### config.mk
export PLATFORM = sky130hd
export DESIGN_NAME = booth_mult_seq
export DESIGN_NICKNAME = d
export VERILOG_FILES = /design/src/rtl/booth_mult_seq.sv
export SDC_FILE = /design/constraint.sdc
export NUM_CORES = 1
export LEC_CHECK = 0
export CAP_MARGIN = 10
export CORE_MARGIN = 10
export CORE_UTILIZATION = 52
export DETAILED_ROUTE_END_ITERATION = 16
export GPL_TIMING_DRIVEN = 0
export MAX_ROUTING_LAYER = met4
export PLACE_DENSITY_LB_ADDON = 0.3
export RECOVER_POWER = 25
export SLEW_MARGIN = 10
export SYNTH_ARGS = -nofsm -noshare
export SYNTH_HDL_FRONTEND = slang
export SYNTH_SLANG_ARGS = --single-unit
### constraint.sdc
create_clock -name clk -period 5.4 [get_ports clk]
set_clock_uncertainty 0.05 [all_clocks]
set_input_delay 0.54 -clock clk [delete_from_list [all_inputs] [get_ports clk]]
set_output_delay 0.54 -clock clk [all_outputs]
set_load 0.03 [all_outputs]
### src/rtl/booth_mult_seq.sv
// Iterative radix-4 Booth multiplier, one Booth digit retired per clock.
// Signed/unsigned per operation, with abort and a one-cycle done pulse.
module booth_mult_seq #(
    parameter int A_W    = 12,
    parameter int B_W    = 12,
    parameter int P_W    = A_W + B_W,
    parameter int N_STEP = (B_W + 2) / 2
) (
    input  logic           clk,
    input  logic           rst,
    input  logic           start,
    input  logic           is_signed,
    input  logic           abort,
    input  logic [A_W-1:0] mult_a,
    input  logic [B_W-1:0] mult_b,
    output logic           ready,
    output logic           busy,
    output logic           done,
    output logic [P_W-1:0] product
);

    localparam int BX_W  = 2 * N_STEP;
    localparam int CNT_W = $clog2(N_STEP);
    localparam logic [CNT_W-1:0] LAST = CNT_W'(N_STEP - 1);

    typedef enum logic [1:0] {
        IDLE,
        RUN,
        DONE
    } state_t;

    state_t           state_q, state_d;
    logic [P_W-1:0]   a_q, a_d;
    logic [BX_W:0]    b_q, b_d;
    logic [P_W-1:0]   acc_q, acc_d;
    logic [CNT_W-1:0] cnt_q, cnt_d;
    logic [P_W-1:0]   prod_q, prod_d;
    logic [P_W-1:0]   pp;
    logic [P_W-1:0]   sum;

    always_ff @(posedge clk or posedge rst) begin
        if (rst) begin
            state_q <= IDLE;
            a_q     <= '0;
            b_q     <= '0;
            acc_q   <= '0;
            cnt_q   <= '0;
            prod_q  <= '0;
        end else begin
            state_q <= state_d;
            a_q     <= a_d;
            b_q     <= b_d;
            acc_q   <= acc_d;
            cnt_q   <= cnt_d;
            prod_q  <= prod_d;
        end
    end

    // a_q advances by 2 bits per step, so the digit weight 4^i is implicit
    always_comb begin
        pp = '0;
        unique case (b_q[2:0])
            3'b001, 3'b010: pp = a_q;
            3'b011:         pp = a_q << 1;
            3'b100:         pp = -(a_q << 1);
            3'b101, 3'b110: pp = -a_q;
            default:        pp = '0;
        endcase
        sum = acc_q + pp;
    end

    always_comb begin
        state_d = state_q;
        a_d     = a_q;
        b_d     = b_q;
        acc_d   = acc_q;
        cnt_d   = cnt_q;
        prod_d  = prod_q;
        unique case (state_q)
            IDLE: begin
                if (start) begin
                    a_d = {{(P_W-A_W){is_signed & mult_a[A_W-1]}}, mult_a};
                    b_d = {{(BX_W-B_W){is_signed & mult_b[B_W-1]}},
                           mult_b, 1'b0};
                    acc_d   = '0;
                    cnt_d   = '0;
                    state_d = RUN;
                end
            end
            RUN: begin
                if (abort) begin
                    state_d = IDLE;
                end else begin
                    acc_d = sum;
                    a_d   = a_q << 2;
                    b_d   = b_q >> 2;
                    cnt_d = cnt_q + CNT_W'(1);
                    if (cnt_q == LAST) begin
                        prod_d  = sum;
                        state_d = DONE;
                    end
                end
            end
            DONE:    state_d = IDLE;
            default: state_d = IDLE;
        endcase
    end

    assign ready   = (state_q == IDLE);
    assign busy    = (state_q == RUN);
    assign done    = (state_q == DONE);
    assign product = prod_q;

endmodule
==> summary.txt <==
Synth area leader -> dfrtp_1
part of the power in registers -> 0.244
Min Clock Period, post-route -> 4.92 ns
Worst slew margin -> -0.780
synth top area cells -> dfrtp_1 (37%), nand2_1 (7.9%), o21ai_0 (6.1%), ha_1 (5.3%), xnor2_1 (5.0%)
Seq/Total Area, Yosys -> 0.369
peak supply drop -> 0.000325 V
first-pass GRT wire length -> 29,800 um
CP peak stage delay -> 0.62 ns
# placed instances -> 924
yosys warns -> 0
WL per Instance -> 19.8 um
fin crit share -> 0.911
initial antenna violation count -> 0
Slew Limit Fails -> 94
share of cells above drive strength 1 -> 0.0527
number of diodes -> 0
drt pass-1 iters -> 6
EDFF count, synth -> 0
P&R area growth vs syn -> 17.0%
Most common cell on crit path -> o21ai_0
Clock Path Buffers -> 2
Hold WS -> 0.426 ns
Avg Inst Size Synth -> 8.50 um^2
synthesized area -> 6160 um^2
ys async rst share -> 1.00
status -> complete, but fails checks
DIE HEIGHT -> 129 um
Final Instance Area -> 7210 um^2
die area -> 16,600 um^2
post-route setup TNS -> 0 ns
largest net degree at the start of global routing -> 50
Sink Count -> 91
Post-DRT Antenna Nets -> 0
max-cap violation count -> 2
Power Density -> 562 nW/um^2
Layout Cells excl Fill -> 940
Req. time, crit path -> 5.63 ns
crit path DAT -> 5.15 ns
Top Ports -> 56
detailed-route wire length -> 18,600 um
worst-path fanout max -> 10
Pint -> 2.17 mW
# resized after CTS -> 0
core area -> 11,500 um^2
Static Leak -> 3.26 nW
combinational fraction of design power -> 0.591
port bufs -> 55
gr ovfl total -> 0
RSZ-0062 raised after global routing -> no
synth unique cells -> 59
Psw -> 1.88 mW
Synth Instances -> 725
clk_lat worst skew -> 0.35 ns
vias in the first global route -> 5,502
post-CTS setup buffers -> 0
Num CTS Buffers -> 9
Max Fclk -> 0.203 GHz
GRT Overall Usage -> 0.235
Most used DFF post-synth -> dfrtp_1
RePlAce Congestion -> 0.943
Nets -> 848
endpoints failing setup -> 0
Initial Util -> 0.535
CTS tree -> done
power share of the clock group -> 0.165
Synth Register Bits -> 91
DR DRC count -> 0
Fin. Hold Viols -> 0
Vias -> 5,745
kind of critical path -> flop to flop
DP HPWL -> 13,800 um
Initial DRC Count -> 605
clock root buffer -> clkbuf_16
die width -> 129 um
Post-CTS Hold Buffers -> 0
slowest CP cell -> buf_1
Post-DP Area -> 6920 um^2
share of Yosys cell area claimed by the top area cell type -> 0.369
H-Tree Depth -> 3
Worst Max-Slew Pin Slew -> 2.67 ns
vias per inst -> 6.11
kind of end point of the critical path -> flop
startpoint types -> flop
switching share of total power -> 0.465
worst hold path class -> flop to flop
# rows -> 39
crit-path cells -> clkbuf_1 -> buf_1 -> clkbuf_1 -> o21ai_0 -> o21ai_0 -> a21oi_1 -> ha_1 -> a21oi_1 -> o21ai_0 -> o21ai_0 -> a21oi_1 -> a31oi_1 -> o31ai_1 -> mux2_2 -> o22ai_1
failing checks -> capacitance limit, slew limit
syn nets -> 781
Reg clk slew, reported paths -> 0.07 ns
==> critical path, delay by kind of cell (launching register included) <==
family	cells	cell delay [ns]
flops	1	0.39
buf+inv	3	1.58
fa+ha+maj	1	0.38
mux	1	0.39
compound gates	10	2.05
==> layout make-up <==
class                   instances  area, um^2
plain buffers                  53         251
clock buffers                   9         225
clock inverters                 7        83.8
fillers                      1013        4300
inverters                      14        53.8
multi-input cells             567        3590
flip-flops and latches         91        2280
well taps                     143         179
repair buffers                 56         554
==> registers in the layout, indices dropped and copies added, names as in the netlist <==
register / cells
acc_q: 24
product: 24
cnt_q: 3
state_q: 2
b_q: 14
a_q: 24
==> through the flow <==
step / utilization / setup WS, ns / power, mW
5_1_grt: 0.626 / 0.0427 / 4.37
6_report: 0.626 / 0.479 / 4.06
2_1_floorplan: - / 1.30 / 2.75
3_5_place_dp: 0.601 / 0.397 / 3.35
3_3_place_gp: 0.599 / 0.443 / 3.30
4_1_cts: 0.628 / 0.363 / 4.04
==> synth_stat cells (4+ instances only) <==
cell type  number
mux2_2          7
nand2b_1        8
xnor2_1        35
buf_1           9
nor3_1         12
nor2_1         47
o21ai_0        75
dfrtp_1        91
a221oi_1        6
mux2i_1        23
nand3_1         9
o221ai_1        4
xor2_1         14
clkbuf_1       37
a22o_1         17
ha_1           26
and2_1          6
a21oi_1        42
a31oi_1         9
a21o_1          8
nor2b_1         5
and3_1          5
a221o_1         4
a22oi_1        21
inv_1          13
nand2_1       130
==> routing by layer <==
layer / global-route usage / share of wire / wire [um]
met1: 0.317 / 0.46 / 8610
met3: 0.0357 / 0.065 / 1210
met2: 0.347 / 0.44 / 8250
met4: 0.0970 / 0.029 / 536
met5: - / 0 / 0
==> cells by family after synthesis <==
family,Yosys count,share of synthesized area
AND/OR/NAND/NOR,241,0.175
AO/OA/AOI/OAI,219,0.227
flip-flops,91,0.369
buffers and inverters,67,0.0493
XOR/XNOR,49,0.0696
multiplexers,31,0.0538
adder cells (fa/ha/maj),27,0.0560
==> power groups by stage <==
stage / clock [mW] / sequential [mW] / combinational (mW)
after floorplan: 0 / 1.00 / 1.75
after global placement: 0 / 0.992 / 2.31
after detailed placement: 0 / 1.00 / 2.35
after CTS: 0.679 / 0.990 / 2.37
after global routing: 0.706 / 1.01 / 2.65
final: 0.670 / 0.990 / 2.40
==> worst paths after layout <==
path | startpoint | to | slack, ns | cells after the start
min in group asynchronous | rst | acc_q[6]$_DFFE_PP0P_ | 1.07 | 2
hold / removal | product[13]$_DFFE_PP0P_ | product[13]$_DFFE_PP0P_ | 0.43 | 2
setup reg to reg | b_q[1]$_DFFE_PP0P_ | product[22]$_DFFE_PP0P_ | 0.48 | 15
setup / recovery | b_q[1]$_DFFE_PP0P_ | product[22]$_DFFE_PP0P_ | 0.48 | 15
max in group asynchronous | rst | a_q[6]$_DFFE_PP0P_ | 1.04 | 3
hold reg to reg | product[13]$_DFFE_PP0P_ | product[13]$_DFFE_PP0P_ | 0.43 | 2
==> placed cells by master, fill, tap and decap left out, types with 8 or more instances in the layout <==
cell type,synthesis,layout
buf_1,9,9
ha_1,26,26
nand3_1,9,9
clkbuf_16,0,9
nor2_1,47,47
clkdlybuf4s50_1,0,54
inv_1,13,12
a22o_1,17,17
nor3_1,12,12
clkbuf_1,37,38
dfrtp_1,91,91
a22oi_1,21,21
nand2b_1,8,8
nand2_1,130,130
a31oi_1,9,9
xor2_1,14,14
a21o_1,8,8
xnor2_1,35,35
a21oi_1,42,42
o21ai_0,75,75
mux2i_1,23,23
Power figures use the tool's default switching activity.
